File: config.mk
export PLATFORM = sky130hd
export DESIGN_NAME = rom_rr_arbiter
export DESIGN_NICKNAME = d
export VERILOG_FILES = /design/src/rtl/rom_rr_arbiter.sv
export SDC_FILE = /design/constraint.sdc
export NUM_CORES = 1
export LEC_CHECK = 0
export CORE_MARGIN = 2
export CORE_UTILIZATION = 34
export DETAILED_ROUTE_END_ITERATION = 7
export GPL_ROUTABILITY_DRIVEN = 0
export MAX_ROUTING_LAYER = met4
export PLACE_DENSITY = 0.74
export SYNTH_ARGS = -nofsm -noshare
export SYNTH_HDL_FRONTEND = slang
export SYNTH_SLANG_ARGS = --single-unit
File: constraint.sdc
create_clock -name clk -period 1.7 [get_ports clk]
set_input_delay 0.17 -clock clk [delete_from_list [all_inputs] [get_ports clk]]
set_output_delay 0.17 -clock clk [all_outputs]
set_load 0.02 [all_outputs]
File: src/rtl/rom_rr_arbiter.sv
// Two-requester round-robin burst reader in front of a 1-cycle-latency ROM.
//
// Handshake: a requester raises reqX as a level, with addrX/lenX stable,
// and holds it until it sees gntX. The grant is a one-cycle pulse. Read
// data comes back as rd_validX beats, one per ROM word, and doneX marks
// the final beat. Requests are sampled only while the block is idle.
//
// Timeline for a burst of len+1 words:
//   cycle 0        IDLE, req seen
//   cycle 1        gnt pulse, first ISSUE cycle (rom_ena=1, rom_addr=start)
//   cycles 1..len+1  ISSUE, one ROM read per cycle
//   cycles 2..len+2  rd_valid beats (ROM data arrives one cycle after issue)
//   cycle len+2    DRAIN, done pulse with the last beat
//   cycle len+3    IDLE again, next grant may be issued
module rom_rr_arbiter (
    input  logic       clk,
    input  logic       rst,
    input  logic       req0,
    input  logic       req1,
    input  logic [3:0] addr0,
    input  logic [3:0] addr1,
    input  logic [3:0] len0,
    input  logic [3:0] len1,
    output logic       gnt0,
    output logic       gnt1,
    output logic       busy,
    output logic [6:0] rd_data,
    output logic [3:0] rd_addr,
    output logic       rd_valid0,
    output logic       rd_valid1,
    output logic       done0,
    output logic       done1,
    output logic [3:0] rom_addr,
    output logic       rom_ena,
    input  logic [6:0] rom_data,
    input  logic [3:0] rom_addr_in
);

    typedef enum logic [1:0] {
        S_IDLE  = 2'd0,
        S_ISSUE = 2'd1,
        S_DRAIN = 2'd2
    } state_e;

    state_e     state_q, state_d;
    logic       owner_q, owner_d;     // requester currently being served
    logic       last_q, last_d;       // requester served most recently
    logic [3:0] cnt_q, cnt_d;         // words still to issue after the current one
    logic [3:0] rom_addr_q, rom_addr_d;
    logic       rom_ena_q, rom_ena_d;
    logic       gnt0_q, gnt0_d;
    logic       gnt1_q, gnt1_d;
    logic       rd_valid0_q, rd_valid1_q;
    logic       pick1;

    // Round-robin choice: a lone requester wins; on a tie the one not
    // served last wins.
    always_comb begin
        pick1 = req1 & (~req0 | ~last_q);
    end

    // Next-state logic: arbitration in IDLE, address walk in ISSUE.
    always_comb begin
        state_d    = state_q;
        owner_d    = owner_q;
        last_d     = last_q;
        cnt_d      = cnt_q;
        rom_addr_d = rom_addr_q;
        rom_ena_d  = 1'b0;
        gnt0_d     = 1'b0;
        gnt1_d     = 1'b0;
        case (state_q)
            S_IDLE: begin
                if (req0 || req1) begin
                    state_d    = S_ISSUE;
                    owner_d    = pick1;
                    last_d     = pick1;
                    gnt0_d     = ~pick1;
                    gnt1_d     = pick1;
                    cnt_d      = pick1 ? len1 : len0;
                    rom_addr_d = pick1 ? addr1 : addr0;
                    rom_ena_d  = 1'b1;
                end
            end
            S_ISSUE: begin
                if (cnt_q == 4'd0) begin
                    // Last word already on the ROM port; rom_addr holds.
                    state_d = S_DRAIN;
                end else begin
                    cnt_d      = cnt_q - 4'd1;
                    rom_addr_d = rom_addr_q + 4'd1;
                    rom_ena_d  = 1'b1;
                end
            end
            S_DRAIN: begin
                state_d = S_IDLE;
            end
            default: begin
                state_d = S_IDLE;
            end
        endcase
    end

    // State and ROM-port registers; reset wins from any state.
    always_ff @(posedge clk) begin
        if (rst) begin
            state_q    <= S_IDLE;
            owner_q    <= 1'b0;
            last_q     <= 1'b1;
            cnt_q      <= 4'd0;
            rom_addr_q <= 4'd0;
            rom_ena_q  <= 1'b0;
            gnt0_q     <= 1'b0;
            gnt1_q     <= 1'b0;
        end else begin
            state_q    <= state_d;
            owner_q    <= owner_d;
            last_q     <= last_d;
            cnt_q      <= cnt_d;
            rom_addr_q <= rom_addr_d;
            rom_ena_q  <= rom_ena_d;
            gnt0_q     <= gnt0_d;
            gnt1_q     <= gnt1_d;
        end
    end

    // Read-valid pipeline: mirrors a ROM read issued in the previous cycle.
    always_ff @(posedge clk) begin
        if (rst) begin
            rd_valid0_q <= 1'b0;
            rd_valid1_q <= 1'b0;
        end else begin
            rd_valid0_q <= rom_ena_q & ~owner_q;
            rd_valid1_q <= rom_ena_q & owner_q;
        end
    end

    // Output mapping; done coincides with the last beat, which lands in DRAIN.
    always_comb begin
        gnt0      = gnt0_q;
        gnt1      = gnt1_q;
        busy      = (state_q != S_IDLE);
        rom_addr  = rom_addr_q;
        rom_ena   = rom_ena_q;
        rd_valid0 = rd_valid0_q;
        rd_valid1 = rd_valid1_q;
        rd_data   = rom_data;
        rd_addr   = rom_addr_in;
        done0     = (state_q == S_DRAIN) & ~owner_q;
        done1     = (state_q == S_DRAIN) & owner_q;
    end

endmodule
## Yosys cells after proc, flatten, opt, wreduce, memory -nomap -nowiden

Index checks and enable logic that the tools add are counted.

| operators by class | value |
|---|---|
| $add $sub $neg | 2 |
| eq/ne operators | 5 |
| multiplexer cells | 14 |
| bitwise logic cells | 12 |
| reductions and logical operators | 9 |

Operators by type and width:

| cell | number |
|---|---|
| $mux 4 | 6 |
| $pmux 4 s2 | 2 |
| $ne 2x2->1 const B | 3 |
| $not 1->1 | 6 |
| $and 1x1->1 | 5 |
| $add 4x1->4 const B | 1 |
| $logic_not 4->1 | 1 |
| $mux 2 | 2 |
| $pmux 2 s2 | 1 |
| $reduce_and 2->1 | 2 |
| $reduce_bool 2->1 | 2 |
| $sub 4x1->4 const B | 1 |
| $reduce_and 3->1 | 1 |
| $reduce_or 3->1 | 1 |
| $eq 2x1->1 const B | 1 |
| $eq 2x2->1 const B | 1 |
| $logic_not 2->1 | 1 |
| $mux 1 | 2 |
| $pmux 1 s2 | 1 |
| $logic_or 1x1->1 | 1 |
| $or 1x1->1 | 1 |

| word-level totals | value |
|---|---|
| register bits | 17 |
| output and inout port bits | 23 |

## Longest topological paths before layout

| depth | value |
|---|---|
| depth in word-level cells | 6 |
| mapped depth | 7 |
| mapped depth without buffers | 6 |

## Worst setup path before layout

No wires, ideal clock.

| timing | value |
|---|---|
| path type | register to register |
| from | reg cnt_q[0] |
| to | reg rom_addr_q[0] (netlist: rom_addr[0]) |
| library setup time | 131 ps |
| arrival time | 1555 ps |
| required time | 1569 ps |
| slack | 14 ps |
| stages on the path, launching flop included | 8 |
| buffers on the path | 1 |
| period minus slack after synthesis | 1686 ps |
| cells stage by stage | dfxtp_1 inv_1 ha_1 or3b_4 a22oi_4 buf_6 mux2i_1 a21oi_2 |

| on the way | value |
|---|---|
| word-level cells in the longest chain between the ends | 3 |

Ends and longest elaborated chain:

| what | RTL line | text |
|---|---|---|
| from (decl) | 48 | `logic [3:0] cnt_q, cnt_d;` |
| from (signal assigned) | 119 | `cnt_q <= cnt_d;` |
| $logic_not 4->1 | 86 | `if (cnt_q == 4'd0) begin` |
| $ne 2x2->1 (no line) | n/a |  |
| $reduce_and 3->1 (no line) | n/a |  |
| to (signal assigned) | 120 | `rom_addr_q <= rom_addr_d;` |
| to (decl) | 49 | `logic [3:0] rom_addr_q, rom_addr_d;` |

Every way passes these cells.
A chain may end at the register's enable or synchronous reset.

## Worst setup path after layout

| timing | value |
|---|---|
| from | reg cnt_q[1] |
| to | reg cnt_q[2] |

| on the way | value |
|---|---|
| word-level cells in the longest chain between the ends | 3 |

Ends and longest elaborated chain:

| what | RTL line |
|---|---|
| $sub 4x1->4 or $logic_not 4->1 (tied branches) | 90, 86 |
| $mux 4 or $ne 2x2->1 (tied branches) | n/a |
| $pmux 4 s2 or $reduce_and 3->1 (tied branches) | n/a |

Parallel ways exist; a longest one is shown, timed or not. The select of a mux whose other input is x is not followed.

==> results.cfg <==
[run_status]
status = complete, no violations

[floorplan]
starting_density_of_the_core = 0.354
die_area_um2 = 3290
ioPinCount = 54
rows = 19
width_of_the_chip_um = 57.3
fp.coreArea_um2 = 2730
die_height_um = 57.3

[critical_path]
arrival_ps = 1850
worstPathMaxFanout = 6
critical_path_data_required_time_ps = 1880
timing_worst_setup_path_type = reg2reg
crit_path_end_kind = register
cp-start-kind = register
worst_path_max_delay_cell = sky130_fd_sc_hd__or3b_4
crit_chain = inv_2 -> ha_4 -> or3b_4 -> a22oi_4 -> buf_6 -> nor2_2 -> a32o_1
critPathMaxStageDelay_ps = 400

[timing]
final_count_of_pins_violating_max_slew = 0
finalClockSkew_ps = 0.619
maxClockFrequency_ghz = 0.600
final_min_period_over_clock_period = 0.981
timing.setup.tns_ps = 0
timing.final.setup_violations = 0
final.min_clock_period_ps = 1670
timing.max_slew.rel_slack = 0.744
final_setup_slack_of_the_worst_path_ps = 33.1
grt_setup_unrepaired = yes
finalHoldViolCount = 0
worst_pin_slew_ps = 383

[clocking]
tritoncts = yes
tritoncts_num_sinks = 17
cts-buffers-inserted = 3
ctsHoldBuffers = 0
clk_path_buf_depth = 2
clk_pin_slew_worst_paths_ps = 100
ctsRootBufferMaster = sky130_fd_sc_hd__clkbuf_4
htreeDepth = 1
clock_insertion_delay_worst_skew_ps = 280

[route]
drc = 0
detail_route.vias_per_cell = 5.06
drt.antenna.violating_nets = 0
detailedRoute.firstPassIterationCount = 4
via_count = 911
drt_iter0_drc = 35
postRouteWirelength_um = 2390
dr_wl_cell_um = 13.3

[global_routing]
initial_antenna_violation_count = 0
gr-usage-all-layers = 0.160
globalRoute.totalOverflow = 0
grt_pass1_vias = 922
grt_pass1_wl_um = 4040
grt_start_max_net_pins = 10

[flow_run]
cap_viol_max_count = 0

[layout]
layoutNonFillerInstCount = 180
stdcell_area_um2 = 1370
antenna_cells_inserted = 0
fillerInstances = 265
mostFrequentLayoutCell = sky130_fd_sc_hd__clkdlybuf4s50_1
post_route_cells_drive_above_1_share = 0.242
areaGrowthSynthToFinish_pct = 41.1
fin_nets = 183
commonest_non_fill_non_tap_cells_in_the_layout = 29 x sky130_fd_sc_hd__clkdlybuf4s50_1, 15 x sky130_fd_sc_hd__nand2_1, 13 x sky130_fd_sc_hd__dfxtp_1

[power]
clockPowerShare = 0.141
power.density_cell_area_nw_per_um2 = 1110
power.switching_w = 0.000541
cellInternalPower_w = 0.000975
power.leakage_nw = 0.590
peakVddDrop_uv = 654
seqPwrFrac = 0.361
netSwitchingFraction = 0.357
power_frac_comb = 0.497

[yosys]
ys_seq_area_frac = 0.352
synth-edff-count = 0
netlist.area_leader.share = 0.352
yosys.cell_types.count = 40
post_synthesis_cell_type_with_the_largest_combined_area = sky130_fd_sc_hd__dfxtp_1
ys.warnings.count = 0
post_synth.cell_area_avg_um2 = 8.41
ys_top_cells_by_area = sky130_fd_sc_hd__dfxtp_1 35%, sky130_fd_sc_hd__buf_4 9.3%, sky130_fd_sc_hd__nand2_1 6.2%
syn-instance-count = 115
mappedNetlistNets = 148
dominantRegCellSynth = sky130_fd_sc_hd__dfxtp_1
synthArstFlopShare = 0
synthesis.area_um2 = 967
number_of_storage_elements_in_the_synthesis_netlist = 17

[placement]
count_of_input_and_output_buffers = 31
place_inst = 171
placement.cell_area_um2 = 1270
detailed_place_hpwl_um = 1810
dp_slack_ps = 1.23

[worst_hold_path]
min_path_type = in2out
-- cells by family (layout without fill, tap and decap cells) --
group                      after synthesis  after routing  share of synthesized area
buffers and inverters                   20             54                      0.133
DFF                                     17             17                      0.352
muxes                                    2              2                     0.0207
adders and majority gates                2              2                     0.0259
AOI/OAI and AO/OA                       29             29                      0.238
and+or+nand+nor                         45             45                      0.230
-- stage by stage --
stage / hold WS [ps] / util / power [W]
after CTS: 340 / 0.492 / 0.00149
after detailed placement: 340 / 0.466 / 0.00121
after global placement: 340 / 0.466 / 0.00119
after global routing: 340 / 0.499 / 0.00162
final: 340 / 0.499 / 0.00152
after floorplan: 243 / - / 0.000997
-- power groups by stage --
stage | registers, W | clock network (W) | logic [W]
6_report | 0.000548 | 0.000214 | 0.000754
5_1_grt | 0.000562 | 0.000236 | 0.000823
4_1_cts | 0.000548 | 0.000222 | 0.000724
3_5_place_dp | 0.000553 | 0 | 0.000658
3_3_place_gp | 0.000547 | 0 | 0.000644
2_1_floorplan | 0.000581 | 0 | 0.000416
-- worst paths after layout --
path	slack, ps	startpoint	cells after the start	end
worst max-delay path	30	cnt_q[1]	7	cnt_q[2]
worst min-delay path	340	rom_addr_in[1]	0	rd_addr[1]
worst max register to register	30	cnt_q[1]	7	cnt_q[2]
worst min register to register	490	rom_ena	1	rd_valid0
-- final cells by class --
| class | count | area, µm² | area share |
|---|---|---|---|
| clock buffers | 4 | 26.3 | 0.0192 |
| inverters | 5 | 18.8 | 0.0137 |
| multi-input cells | 78 | 518 | 0.379 |
| flip-flops and latches | 17 | 345 | 0.253 |
| well taps | 31 | 38.8 | 0.0284 |
| repair buffers | 45 | 418 | 0.306 |
-- sequential cells by signal (all words and copies together), names as in the netlist --
| signal | cells |
|---|---|
| rom_ena | 1 |
| rom_addr | 4 |
| cnt_q | 4 |
| owner_q | 1 |
| state_q | 2 |
| gnt1 | 1 |
| rd_valid1 | 1 |
| gnt0 | 1 |
| last_q | 1 |
| rd_valid0 | 1 |
-- synth_stat cells, types with 3 or more instances --
master,n
sky130_fd_sc_hd__dfxtp_1,17
sky130_fd_sc_hd__nand2_1,16
sky130_fd_sc_hd__buf_4,12
sky130_fd_sc_hd__nor2_1,10
sky130_fd_sc_hd__a21oi_1,6
sky130_fd_sc_hd__inv_1,5
sky130_fd_sc_hd__a31oi_1,4
sky130_fd_sc_hd__nor3_1,4
sky130_fd_sc_hd__a211o_1,3
-- metal layers --
| layer | part of all wire | track usage |
|---|---|---|
| met5 | 0 | - |
| met2 | 0.50 | 0.276 |
| met4 | 0.0050 | 0.0764 |
| met3 | 0.054 | 0.0317 |
| met1 | 0.44 | 0.176 |
-- critical path: cells and delay by family (launching register included) --
family          cells  cell delay (ps)
flops               1              330
compound gates      2              480
simple gates        2              430
buf+inv             2              200
fa+ha+maj           1              120
-- repair_timing --
item / in CTS / in global routing
cloned: 0 / 1
endpoints found under the setup margin: 5 / 7
resized for setup: 11 / 4
endpoints found under the hold margin: 0 / 0
pin swaps: 3 / 4
setup buffers: 4 / 0
Note: power is estimated with default switching activity, not from simulation.
